--- src/rtl/systolic_pkg.sv ---
// Shared constants for the systolic operand feeder: widths, feed length,
// FSM encodings and operand slot base offsets.
package systolic_pkg;

    localparam int unsigned DW       = 8;
    localparam int unsigned N        = 4;
    localparam int unsigned FEED_LEN = 2 * N - 1;

    localparam int unsigned A_BASE = 0;
    localparam int unsigned B_BASE = 16;

    localparam logic [2:0] LOAD  = 3'd0;
    localparam logic [2:0] READY = 3'd1;
    localparam logic [2:0] ARM   = 3'd2;
    localparam logic [2:0] FEED  = 3'd3;
    localparam logic [2:0] DRAIN = 3'd4;

endpackage

--- src/rtl/skew_select.sv ---
// Picks element (t - lane) of a 4-entry operand vector, or zero when the
// diagonal wavefront has not reached or has already passed this lane.
module skew_select #(
    parameter int unsigned DW = 8,
    parameter int unsigned N  = 4
) (
    input  logic [2:0]              t_i,
    input  logic [2:0]              lane_i,
    input  logic [N-1:0][DW-1:0]    vec_i,
    output logic [DW-1:0]           sel_o
);

    always_comb begin
        sel_o = '0;
        for (int k = 0; k < N; k++) begin
            if (t_i == lane_i + 3'(k)) begin
                sel_o = vec_i[k];
            end
        end
    end

endmodule

--- src/rtl/systolic_skew_feeder.sv ---
// Collects A and B operand bytes from the UART path and streams them with a
// diagonal skew into the 4x4 systolic array, then waits for its done flag.
module systolic_skew_feeder
    import systolic_pkg::*;
#(
    parameter int unsigned DW            = 8,
    parameter int unsigned N             = 4,
    parameter int unsigned DRAIN_TIMEOUT = 15
) (
    input  logic          clk,
    input  logic          reset,
    input  logic [DW-1:0] rx_data,
    input  logic          rx_valid,
    input  logic          start,
    input  logic          arr_done,
    output logic          rx_ready,
    output logic [DW-1:0] A0,
    output logic [DW-1:0] A1,
    output logic [DW-1:0] A2,
    output logic [DW-1:0] A3,
    output logic [DW-1:0] B0,
    output logic [DW-1:0] B1,
    output logic [DW-1:0] B2,
    output logic [DW-1:0] B3,
    output logic          arr_rst,
    output logic          busy,
    output logic          drop_err,
    output logic          timeout_err,
    output logic [2:0]    state_o
);

    localparam int unsigned TW = $clog2(DRAIN_TIMEOUT + 1);

    logic [2:0]    state_q, state_d;
    logic [4:0]    byte_cnt_q, byte_cnt_d;
    logic [2:0]    t_q, t_d;
    logic [TW-1:0] drain_cnt_q, drain_cnt_d;
    logic          drop_err_q, timeout_err_q, timeout_err_d;
    logic          timeout_hit;
    logic          accept;

    logic [DW-1:0] mem_q [2*N*N];
    logic [DW-1:0] a_sel [N];
    logic [DW-1:0] b_sel [N];
    logic [DW-1:0] a_q   [N];
    logic [DW-1:0] a_d   [N];
    logic [DW-1:0] b_q   [N];
    logic [DW-1:0] b_d   [N];

    assign rx_ready = (state_q == LOAD);
    assign accept   = rx_valid & rx_ready;

    always_comb begin
        state_d     = state_q;
        byte_cnt_d  = byte_cnt_q;
        t_d         = t_q;
        drain_cnt_d = drain_cnt_q;
        timeout_hit = 1'b0;
        case (state_q)
            LOAD: begin
                if (accept) begin
                    if (byte_cnt_q == 5'd31) begin
                        byte_cnt_d = 5'd0;
                        state_d    = READY;
                    end else begin
                        byte_cnt_d = byte_cnt_q + 5'd1;
                    end
                end
            end
            READY: begin
                if (start) begin
                    state_d = ARM;
                end
            end
            ARM: begin
                t_d     = 3'd0;
                state_d = FEED;
            end
            FEED: begin
                if (t_q == 3'(FEED_LEN - 1)) begin
                    drain_cnt_d = '0;
                    state_d     = DRAIN;
                end else begin
                    t_d = t_q + 3'd1;
                end
            end
            DRAIN: begin
                if (arr_done) begin
                    state_d = LOAD;
                end else if (drain_cnt_q == TW'(DRAIN_TIMEOUT - 1)) begin
                    timeout_hit = 1'b1;
                    state_d     = LOAD;
                end else begin
                    drain_cnt_d = drain_cnt_q + 1'b1;
                end
            end
            default: state_d = LOAD;
        endcase
    end

    always_comb begin
        timeout_err_d = timeout_err_q;
        if (timeout_hit) begin
            timeout_err_d = 1'b1;
        end else if (accept) begin
            timeout_err_d = 1'b0;
        end
    end

    // Lane selectors look at the next t so the output registers hold the
    // value belonging to the cycle the FSM is about to enter.
    for (genvar i = 0; i < N; i++) begin : g_lane
        logic [N-1:0][DW-1:0] a_vec;
        logic [N-1:0][DW-1:0] b_vec;
        for (genvar k = 0; k < N; k++) begin : g_elem
            assign a_vec[k] = mem_q[A_BASE + N * i + k];
            assign b_vec[k] = mem_q[B_BASE + N * k + i];
        end

        skew_select #(.DW(DW), .N(N)) u_sel_a (
            .t_i    (t_d),
            .lane_i (3'(i)),
            .vec_i  (a_vec),
            .sel_o  (a_sel[i])
        );

        skew_select #(.DW(DW), .N(N)) u_sel_b (
            .t_i    (t_d),
            .lane_i (3'(i)),
            .vec_i  (b_vec),
            .sel_o  (b_sel[i])
        );

        assign a_d[i] = (state_d == FEED) ? a_sel[i] : '0;
        assign b_d[i] = (state_d == FEED) ? b_sel[i] : '0;
    end

    always_ff @(posedge clk) begin
        if (reset) begin
            state_q       <= LOAD;
            byte_cnt_q    <= 5'd0;
            t_q           <= 3'd0;
            drain_cnt_q   <= '0;
            drop_err_q    <= 1'b0;
            timeout_err_q <= 1'b0;
            for (int i = 0; i < N; i++) begin
                a_q[i] <= '0;
                b_q[i] <= '0;
            end
        end else begin
            state_q       <= state_d;
            byte_cnt_q    <= byte_cnt_d;
            t_q           <= t_d;
            drain_cnt_q   <= drain_cnt_d;
            drop_err_q    <= rx_valid & ~rx_ready;
            timeout_err_q <= timeout_err_d;
            for (int i = 0; i < N; i++) begin
                a_q[i] <= a_d[i];
                b_q[i] <= b_d[i];
            end
        end
    end

    always_ff @(posedge clk) begin
        if (accept && !reset) begin
            mem_q[byte_cnt_q] <= rx_data;
        end
    end

    // Streams are forced low during reset so the array sees zeros at once.
    assign A0 = reset ? '0 : a_q[0];
    assign A1 = reset ? '0 : a_q[1];
    assign A2 = reset ? '0 : a_q[2];
    assign A3 = reset ? '0 : a_q[3];
    assign B0 = reset ? '0 : b_q[0];
    assign B1 = reset ? '0 : b_q[1];
    assign B2 = reset ? '0 : b_q[2];
    assign B3 = reset ? '0 : b_q[3];

    assign arr_rst     = reset | (state_q == ARM);
    assign busy        = (state_q == ARM) | (state_q == FEED) | (state_q == DRAIN);
    assign drop_err    = drop_err_q;
    assign timeout_err = timeout_err_q;
    assign state_o     = state_q;

endmodule

--- config.mk ---
export PLATFORM = sky130hd
export DESIGN_NAME = systolic_skew_feeder
export DESIGN_NICKNAME = d
export VERILOG_FILES = /design/src/rtl/systolic_pkg.sv /design/src/rtl/skew_select.sv /design/src/rtl/systolic_skew_feeder.sv
export SDC_FILE = /design/constraint.sdc
export NUM_CORES = 1
export LEC_CHECK = 0
export BUFFER_PORTS_ARGS = -buffer_cell sky130_fd_sc_hd__buf_4
export CORE_MARGIN = 1.5
export CORE_UTILIZATION = 45
export CTS_CLUSTER_SIZE = 14
export DETAILED_ROUTE_END_ITERATION = 10
export PLACE_DENSITY = 0.65
export REMOVE_ABC_BUFFERS = 1
export SLEW_MARGIN = 10
export SYNTH_ARGS = -nofsm -noshare
export SYNTH_HDL_FRONTEND = slang
export SYNTH_SLANG_ARGS = --single-unit
--- constraint.sdc ---
create_clock -name clk -period 2.8 [get_ports clk]
set_input_delay 0.56 -clock clk [delete_from_list [all_inputs] [get_ports clk]]
set_output_delay 0.56 -clock clk [all_outputs]
set_load 0.02 [all_outputs]
==> results of run 1 <==
## registers in the layout, summed over array words and instances, names as in the netlist
signal and flops:
mem_q 256, a_q 32, b_q 32, byte_cnt_q 5, drain_cnt_q 4, state_o 3, t_q 3, drop_err 1
timeout_err 1
## stage by stage
step | power, µW | cell area (µm²) | TNS (ns)
floorplan | 5520 | 12900 | -94.97
global placement | 5640 | 14300 | 0
detailed placement | 5640 | 14300 | 0
CTS | 10200 | 15400 | 0
global route | 10400 | 15400 | 0
finish | 10100 | 15400 | 0
## critical path: cells and delay by family (launching register included)
kind             cells  cell delay (ns)
AND/OR/NAND/NOR      4             1.78
flip-flops           1             0.46
## synthesized netlist by cell type (3+ instances only)
library cell	n	area [µm²]
o31a_1	32	280
inv_1	4	15.0
a31oi_1	17	106
nor2b_1	67	419
o311a_1	16	160
buf_1	5	18.8
buf_4	8	60.1
nand3b_1	4	30.0
o221ai_1	16	140
ha_1	9	113
nand3_1	56	280
nor3_1	69	345
buf_2	22	110
clkbuf_1	44	165
edfxtp_1	256	7690
o221a_2	16	180
o211ai_1	16	120
nor2_2	3	18.8
a21oi_1	59	295
o21ai_0	34	170
or3_1	17	106
nand2_1	79	297
dfxtp_1	81	1620
nor2_1	50	188
and3_1	4	25.0
## power by group through the flow
stage	logic [µW]	clock network, µW	registers (µW)
global placement	142	0	5490
finish	143	4580	5390
global route	157	4840	5390
CTS	146	4630	5390
detailed placement	146	0	5490
floorplan	21.9	0	5490
## final cells by class
cell class	count	area (µm²)
Fill cell	2422	13400
Clock inverter	14	160
Clock buffer	51	977
Inverter	4	15.0
Tap cell	384	480
Multi-Input combinational cell	593	3590
Sequential cell	337	9310
Timing Repair Buffer	113	911
## metal layers
metal / vias to the layer above / GRT usage / share of wire
li1: 3965 / - / -
met1: 4201 / 0.303 / 0.44
met2: 326 / 0.341 / 0.47
met3: 51 / 0.0339 / 0.066
met4: 2 / 0.0556 / 0.019
met5: - / 0 / 0.00041
## cells by family (layout without fill, tap and decap cells)
logic type               Yosys count  count (layout)  share of synthesized area
flip-flops                       337             337                      0.702
XOR/XNOR                           2               2                    0.00132
buffers and inverters             86             182                     0.0299
adder cells (fa/ha/maj)            9               9                    0.00850
AND/OR/NAND/NOR                  364             364                      0.139
AO/OA/AOI/OAI                    218             218                      0.119
## final timing paths
path	startpoint	to	slack, ns	depth (start not counted)
min reg2reg	timeout_err$_SDFFE_PP0P_	timeout_err$_SDFFE_PP0P_	0.47	2
min	rx_valid	byte_cnt_q[4]$_SDFFE_PP0P_	0.37	3
max	state_o[0]$_SDFF_PP0_	mem_q[16][4]$_DFFE_PP_	0.16	4
max reg2reg	state_o[0]$_SDFF_PP0_	mem_q[16][4]$_DFFE_PP_	0.16	4
==> impl_results.md, run 1 <==
* DR DRC count at 0
* Worst slew margin at 0.410
* Cts bufs inserted at 36
* Placed insts at 1431
* Vias in the first global route at 8441
* CTS Buffer Depth at 3
* Core area at 28900 µm²
* Post-CTS Setup Bufs at 0
* Internal power at 8130 µW
* #FFs+latches synth at 337
* Setup crit end kind: flop
* Final cell count without fillers at 1496
* Post-DRT Antenna Nets at 0
* 1st-iter DRT viols at 831
* First-pass GRT wire length at 49800 µm
* Maxcap violations at 0
* GP Congestion at 0.769
* Vias after detailed routing at 8545
* PwrDens at 655 nW/µm²
* Synth Flop Type: edfxtp_1
* Lkg Pwr at 0.00536 µW
* Pins Over Slew Limit at 0
* N_diodes at 0
* Highest-delay cell along the critical path: nor2_1
* Root Buffer: clkbuf_16
* Final wirelength at 31800 µm
* Die W at 175 µm
* Critical Path Fanout Max at 12
* Critical path launch point type: flop
* Library cells used by synthesis at 49
* Combinational power share at 0.014
* Initial antenna violation count at 1
* Initial Util at 0.459
* WP data arrival at 2.76 ns
* Worst slack at placement at 0.190 ns
* Total GRT Usage at 0.212
* Largest net degree at the start of global routing at 66
* CP Class: reg2reg
* Min Hold Slack at 0.368 ns
* Post-layout min period at 2.64 ns
* Drt via density at 5.71
* Fmax at 379 MHz
* Post-Synthesis Cells at 1016
* Sequential Power Share at 0.533
* Total number of yosys warnings at 0
* Clock Latency Late Sink at 0.52 ns
* Worst endpoint required time at 2.92 ns
* CP cell instances: nor2_1, and3_1, nand2_1, nor2_1
* Commonest non-fill, non-tap cells in the layout: 256 x edfxtp_1, 108 x buf_4, 81 x dfxtp_1
* Sw power at 1980 µW
* RSZ-0062 raised after global routing: no
* Post-synth EDFFs at 256
* Share of cells above drive strength 1 at 0.180
* Final HPWL DP at 18400 µm
* Hold buffers post-CTS at 0
* Nets at 1107
* Layout area overhead at 16.5%
* Register area share after synthesis at 0.702
* Post-Syn Area per Cell at 13.0 µm²
* Clock Skew at 0.0276 ns
* Top cell by count, worst path: nor2_1
* Worst slew pin tran at 0.882 ns
* Grt ovf at 0
* CTS tree: done
* Hold Fails Final Rpt at 0
* Period utilization at 0.941
* Most common cell after layout, fill and taps aside: edfxtp_1
* Post-synthesis cell area at 13300 µm²
* Clock share of power at 0.453
* Finished Core Util at 0.535
* Sw Ratio at 0.196
* Pre-antenna DRT Iters at 5
* CTS clk-pin slew, worst paths at 0.06 ns
* Max H-tree Level at 2
* Status: finished, final reports clean
* VDD IR max at 0.442 mV
* HP Class: in2reg
* Die Y at 175 µm
* # rows at 62
* Final WS setup at 0.165 ns
* Final setup fails at 0
* Port bufs at 84
* Clock sink count at 337
* FFs w/ async S/R, synth at 0
* CP peak stage delay at 0.76 ns
* IO Count at 85
* WL/cell at 21.2 µm
* Die ar. at 30500 µm²
* Post-CTS Resized at 0
(Power assumes the default switching activity.)
==> inputs of run 2 (changes only) <==
ABC_AREA = 1   (was default)
CORE_MARGIN = 4   (was 1.5)
==> run 2 against run 1 <==
Area after synthesis grew 1.8%. Largest cell class unchanged. Critical endpoint is now mem_q[12][1]$_DFFE_PP_. Highest routed layer is now met4. Clock power is essentially flat. Utilization is essentially flat. Synthesized cell count grew 23%. Combinational power grew 10%. Routed wire length shrank 6.0%. Sequential power is essentially flat.
==> impl_results.md, run 2 <==
* VDD IR max at 0.434 mV
* Post-Synthesis Cells at 1249
* Yosys top cell area share at 0.570
* WL/cell at 17.0 µm
* GP Congestion at 0.788
* Pins Over Slew Limit at 0
* Cts bufs inserted at 35
* Post-Syn Area per Cell at 10.8 µm²
* CP endpoint: mem_q[12][1]$_DFFE_PP_
* Post-Synth XOR/XNOR Area at 0.00195
* PnR Total Power at 10100 µW
* Fmax at 426 MHz
* Vias in the first global route at 8890
* Area leader, netlist: edfxtp_1
* Commonest non-fill, non-tap cells in the layout: 256 x edfxtp_1, 207 x nor2_1, 163 x nand2_1
* Clock Skew at 0.0131 ns
* Max H-tree Level at 2
* Core area at 29600 µm²
* Highest-delay cell along the critical path: nor2_1
* CTS tree: done
* Maxcap violations at 0
* Register area share after synthesis at 0.690
* Max reg flops at 256
* Flop-to-flop setup slack at 0.45 ns
* Total GRT Usage at 0.178
* Period utilization at 0.838
* Nets at 1364
* Share of cells above drive strength 1 at 0.148
* R2r worst-path depth at 5
* Die ar. at 32800 µm²
* Critical Path Fanout Max at 8
* Critical Path Start: state_o[1]$_SDFF_PP0_
* Post-synthesis mux area share at 0
* Largest family of logic cells by synthesized area: simple AND/OR/NAND/NOR gates
* Post-synth EDFFs at 256
* Reg2reg end: mem_q[12][1]$_DFFE_PP_
* Status: finished, final reports clean
* Commonest cells in the synthesized netlist: 256 x edfxtp_1, 208 x nor2_1, 163 x nand2_1
* Root Buffer: clkbuf_16
* FFs w/ async S/R, synth at 0
* Critical path buffers and inverters at 0
* Synth Flop Type: edfxtp_1
* First-pass GRT wire length at 47400 µm
* Most numerous cell in the Yosys netlist: edfxtp_1
* Final setup fails at 0
* Setup crit end kind: flop
* #FFs+latches synth at 337
* Hold Fails Final Rpt at 0
* Worst endpoint required time at 2.94 ns
* DR DRC count at 0
* CP Class: reg2reg
* Top delay family on crit path: simple AND/OR/NAND/NOR gates
* CTS Buffer Depth at 3
* Vias after detailed routing at 9113
* WP data arrival at 2.48 ns
* CP cell instances: nor3_2, nand2_1, nor2_1, nand2_1, nor2_1
* Compound-cell area share of the yosys netlist at 0.0302
* Synth area leaders: edfxtp_1 57%, dfxtp_1 12%, nor2_1 5.8%, nand3_1 4.8%, nand4_1 4.5%
* CP peak stage delay at 0.59 ns
* Largest net degree at the start of global routing at 66
* Grt ovf at 0
* Critical path launch point type: flop
* HP Class: in2reg
* Final HPWL DP at 17200 µm
* Die W at 181 µm
* 1st-iter DRT viols at 720
* IO Count at 85
* Clock Latency Late Sink at 0.50 ns
* Fin Setup TNS at 0 ns
* Post-CTS Resized at 0
* Worst slew margin at 0.505
* Post-DRT Antenna Nets at 0
* Post-CTS Setup Bufs at 0
* # rows at 63
* Simple-Gate Fraction of Synth Area at 0.206
* Top Registers: mem_q (256), a_q (32), b_q (32)
* Synth Area in Adders at 0.00835
* Initial antenna violation count at 0
* CTS clk-pin slew, worst paths at 0.06 ns
* PwrDens at 639 nW/µm²
* Most common cell after layout, fill and taps aside: edfxtp_1
* Worst slew pin tran at 0.740 ns
* Largest reg by FF count: mem_q
* Library cells used by synthesis at 29
* Drt via density at 5.18
* Final wirelength at 29900 µm
* Lkg Pwr at 0.00614 µW
* Initial Util at 0.455
* Hold buffers post-CTS at 0
* Port bufs at 84
* Worst r2r src: state_o[1]$_SDFF_PP0_
* Pre-antenna DRT Iters at 6
* Layout area overhead at 17.6%
* Post-layout min period at 2.35 ns
* N_diodes at 0
* WP depth at 5
* Total number of yosys warnings at 0
* RSZ-0062 raised after global routing: no
* Clock sink count at 337
* Post-synthesis cell area at 13500 µm²
* Die Y at 181 µm
-- run 2: cell count changes after synthesis, sizes merged, moves of 18 or more --
cell / previous run / this run
buf: 37 / 55
nand2: 79 / 164
nor3: 71 / 3
nor2: 53 / 215
nand4: 0 / 98
clkbuf: 45 / 23
o31a: 32 / 0
nor2b: 68 / 0
a21oi: 62 / 10
o21ai: 36 / 68
nand3: 58 / 131
inv: 4 / 128
-- run 2: kinds of logic after synthesis --
kind of cell    Yosys count
flops                   337
buf+inv                 206
compound gates           80
simple gates            614
xor+xnor                  3
fa+ha+maj                 9
-- run 2: metal layers --
metal | GRT usage | vias up | share of wire
met5 | 0 | - | 0
met4 | 0.0600 | 0 | 0.030
met3 | 0.0221 | 62 | 0.054
met2 | 0.310 | 264 | 0.49
met1 | 0.232 | 4336 | 0.42
li1 | - | 4451 | -
-- run 2: final cells by class --
| class | instances | area [µm²] |
|---|---|---|
| inverters | 128 | 480 |
| well taps | 390 | 488 |
| clock inverters | 11 | 110 |
| repair buffers | 134 | 1080 |
| fillers | 2567 | 13800 |
| flip-flops and latches | 337 | 9310 |
| clock buffers | 52 | 1040 |
| multi-input cells | 706 | 3360 |
-- run 2: power breakdown --
part           internal (µW)  switching [µW]  total [µW]  leakage [µW]
Clock                   2770            1810        4580      0.000561
Combinational           30.6             128         158       0.00262
Sequential              5390            7.84        5400       0.00296
-- run 2: per-stage QoR --
| step | instance area [µm²] | instances | util | hold WS, ns | setup WS, ns |
|---|---|---|---|---|---|
| after floorplan | 13100 | 1171 | - | 0.466 | -2.53 |
| after global placement | 14700 | 1695 | 0.496 | 0.469 | 0.560 |
| after detailed placement | 14700 | 1695 | 0.496 | 0.474 | 0.475 |
| after CTS | 15900 | 1758 | 0.535 | 0.317 | 0.460 |
| after global routing | 15900 | 1758 | 0.535 | 0.335 | 0.208 |
| final | 15900 | 1758 | 0.535 | 0.340 | 0.453 |
-- run 2: how the worst min path moves through the flow --
stage | from | end | slack (ns) | depth (start not counted)
after global placement | timeout_err$_SDFFE_PP0P_ | timeout_err$_SDFFE_PP0P_ | 0.47 | 2
after detailed placement | timeout_err$_SDFFE_PP0P_ | timeout_err$_SDFFE_PP0P_ | 0.47 | 2
after global routing | rx_valid | drop_err$_SDFF_PP0_ | 0.33 | 3
final | rx_valid | drop_err$_SDFF_PP0_ | 0.34 | 3
after floorplan | drain_cnt_q[1]$_SDFFE_PP0P_ | drain_cnt_q[1]$_SDFFE_PP0P_ | 0.47 | 2
after CTS | rx_valid | drop_err$_SDFF_PP0_ | 0.32 | 3
-- run 2: worst reg2reg max path: stages (launching register included) --
cell,delay [ns]
dfxtp_1,0.38
nor3_2,0.38
nand2_1,0.13
nor2_1,0.22
nand2_1,0.28
nor2_1,0.59
==> inputs of run 3 (changes only) <==
PLACE_DENSITY = 0.67   (was 0.65)
clock period = 1.9 ns   (was 2.8 ns; I/O delays follow)
==> run 3 against run 2 <==
Critical endpoint is now b_q[1][2]$_SDFF_PP0_. Die area unchanged. Routed wire length grew 8.1%. Sequential share of layout area shrank 3.5 points. Global-route usage rose by 0.87 points. Setup slack got worse by 0.42 ns. First-iteration DRC count increased by 12%. Critical path depth rose by 9. Utilization is 3.4 points higher.
==> impl_results.md, run 3 (same netlist as run 2, synthesis figures left out) <==
* Clock sink count at 337
* Grt ovf at 0
* WL/cell at 17.8 µm
* R2r worst-path depth at 14
* Pre-antenna DRT Iters at 7
* Status: finished, final reports clean
* PwrDens at 906 nW/µm²
* Vias after detailed routing at 9486
* CTS tree: done
* Worst slew margin at 0.680
* IO Count at 85
* N_diodes at 0
* WP data arrival at 2.31 ns
* Drt via density at 5.22
* Vias in the first global route at 9166
* Seq. cell area at 9320 µm²
* Die W at 181 µm
* Critical path launch point type: flop
* Core area at 29600 µm²
* PnR Total Power at 15300 µW
* Initial antenna violation count at 0
* Critical Path Fanout Max at 5
* Max H-tree Level at 2
* Share of cells above drive strength 1 at 0.205
* Maxcap violations at 0
* Top Registers: mem_q (256), a_q (32), b_q (32)
* Hold Fails Final Rpt at 0
* GP Congestion at 0.794
* Final setup fails at 0
* Hold path cells at 3
* VDD IR max at 0.612 mV
* CP Class: reg2reg
* Port bufs at 84
* Largest net degree at the start of global routing at 45
* Layout area overhead at 25.1%
* Fin Setup TNS at 0 ns
* Fmax at 537 MHz
* Post-layout min period at 1.86 ns
* Final HPWL DP at 18500 µm
* Nets at 1422
* Final wirelength at 32300 µm
* Die Y at 181 µm
* # rows at 63
* HP Class: in2reg
* Worst slew pin tran at 0.479 ns
* Multi-input logic area at 3470 µm²
* Pins Over Slew Limit at 0
* Period utilization at 0.981
* Die ar. at 32800 µm²
* Most common cell after layout, fill and taps aside: edfxtp_1
* Placed insts at 1731
* Post-DRT Antenna Nets at 0
* CTS clk-pin slew, worst paths at 0.06 ns
* Clock Skew at 0.00877 ns
* Filler instances at 2482
* Lkg Pwr at 0.00663 µW
* 1st-iter DRT viols at 806
* Hold buffers post-CTS at 0
* DR DRC count at 0
* CTS Buffer Depth at 3
* First-pass GRT wire length at 49400 µm
* Root Buffer: clkbuf_16
* Worst endpoint required time at 2.34 ns
* Initial Util at 0.455
* RSZ-0062 raised after global routing: yes
* Cts bufs inserted at 36
* Final cell count without fillers at 1816
* Clock Latency Late Sink at 0.50 ns
* Largest reg by FF count: mem_q
* Max reg flops at 256
* Setup crit end kind: flop
* Total GRT Usage at 0.187
* Commonest non-fill, non-tap cells in the layout: 256 x edfxtp_1, 200 x nor2_1, 154 x nand2_1
## run 3: cell types whose count changed in the layout (fill, tap and decap cells not counted), moves of 8 or more
cell       change
buf_12        +15
buf_4         +24
clkbuf_16     +10
nand2_1        -9
nand2_2        +8
## run 3: worst max-delay path: stages, from the launching register on
cell and delay, ns:
dfxtp_2 0.34, inv_2 0.04, ha_2 0.18, nand2_2 0.08
inv_2 0.05, nand2_4 0.07, nand2_2 0.06, nor2_4 0.22
buf_12 0.14, clkbuf_16 0.13, clkbuf_16 0.14, nand4_1 0.11
nand2_2 0.10, nor2_4 0.04, nor2_1 0.08
## run 3: where the power goes
group	switching [µW]	total (µW)	internal [µW]
combinational	202	259	57.2
sequential	12.7	7950	7940
clock	2730	7070	4340
total	2950	15300	12300
## run 3: stage by stage
step / util / hold WS (ns) / instance area, µm² / worst slack [ns]
CTS: 0.552 / 0.126 / 16400 / 0.000150
global placement: 0.511 / 0.457 / 15200 / 0.0666
global route: 0.569 / 0.148 / 16900 / -0.0969
detailed placement: 0.511 / 0.460 / 15200 / 0.0441
floorplan: - / 0.449 / 13100 / -3.43
finish: 0.569 / 0.147 / 16900 / 0.0363
## run 3: layout make-up
class,count,area share
tap,390,0.0289
clock buffer,46,0.0606
multi-input combinational,706,0.206
sequential,337,0.552
clock inverter,18,0.0112
inverter,128,0.0285
timing repair buffer,191,0.113
## run 3: per-layer routing
layer	vias to the layer above	share of wire	routed length, µm	track usage
met2	289	0.50	16200	0.316
met5	-	0	0	0
li1	4574	-	-	-
met4	0	0.027	870	0.0660
met1	4559	0.42	13500	0.247
met3	64	0.055	1770	0.0278
## run 3: path summary, 6_finish.rpt
kind	startpoint	endpoint	slack, ns
min	rx_valid	drop_err$_SDFF_PP0_	0.15
max	t_q[0]$_SDFF_PP0_	b_q[1][2]$_SDFF_PP0_	0.04
max reg2reg	t_q[0]$_SDFF_PP0_	b_q[1][2]$_SDFF_PP0_	0.04
min reg2reg	timeout_err$_SDFFE_PP0P_	timeout_err$_SDFFE_PP0P_	0.47
## run 3: timing repair
| item | 4_1_cts | 5_1_grt |
|---|---|---|
| buffers inserted | 0 | 11 |
| cloned | 0 | 11 |
| pin swaps | 0 | 18 |
| endpoints found under the hold margin | 0 | 0 |
| gates resized for setup | 4 | 44 |
| setup endpoints to repair | 10 | 322 |
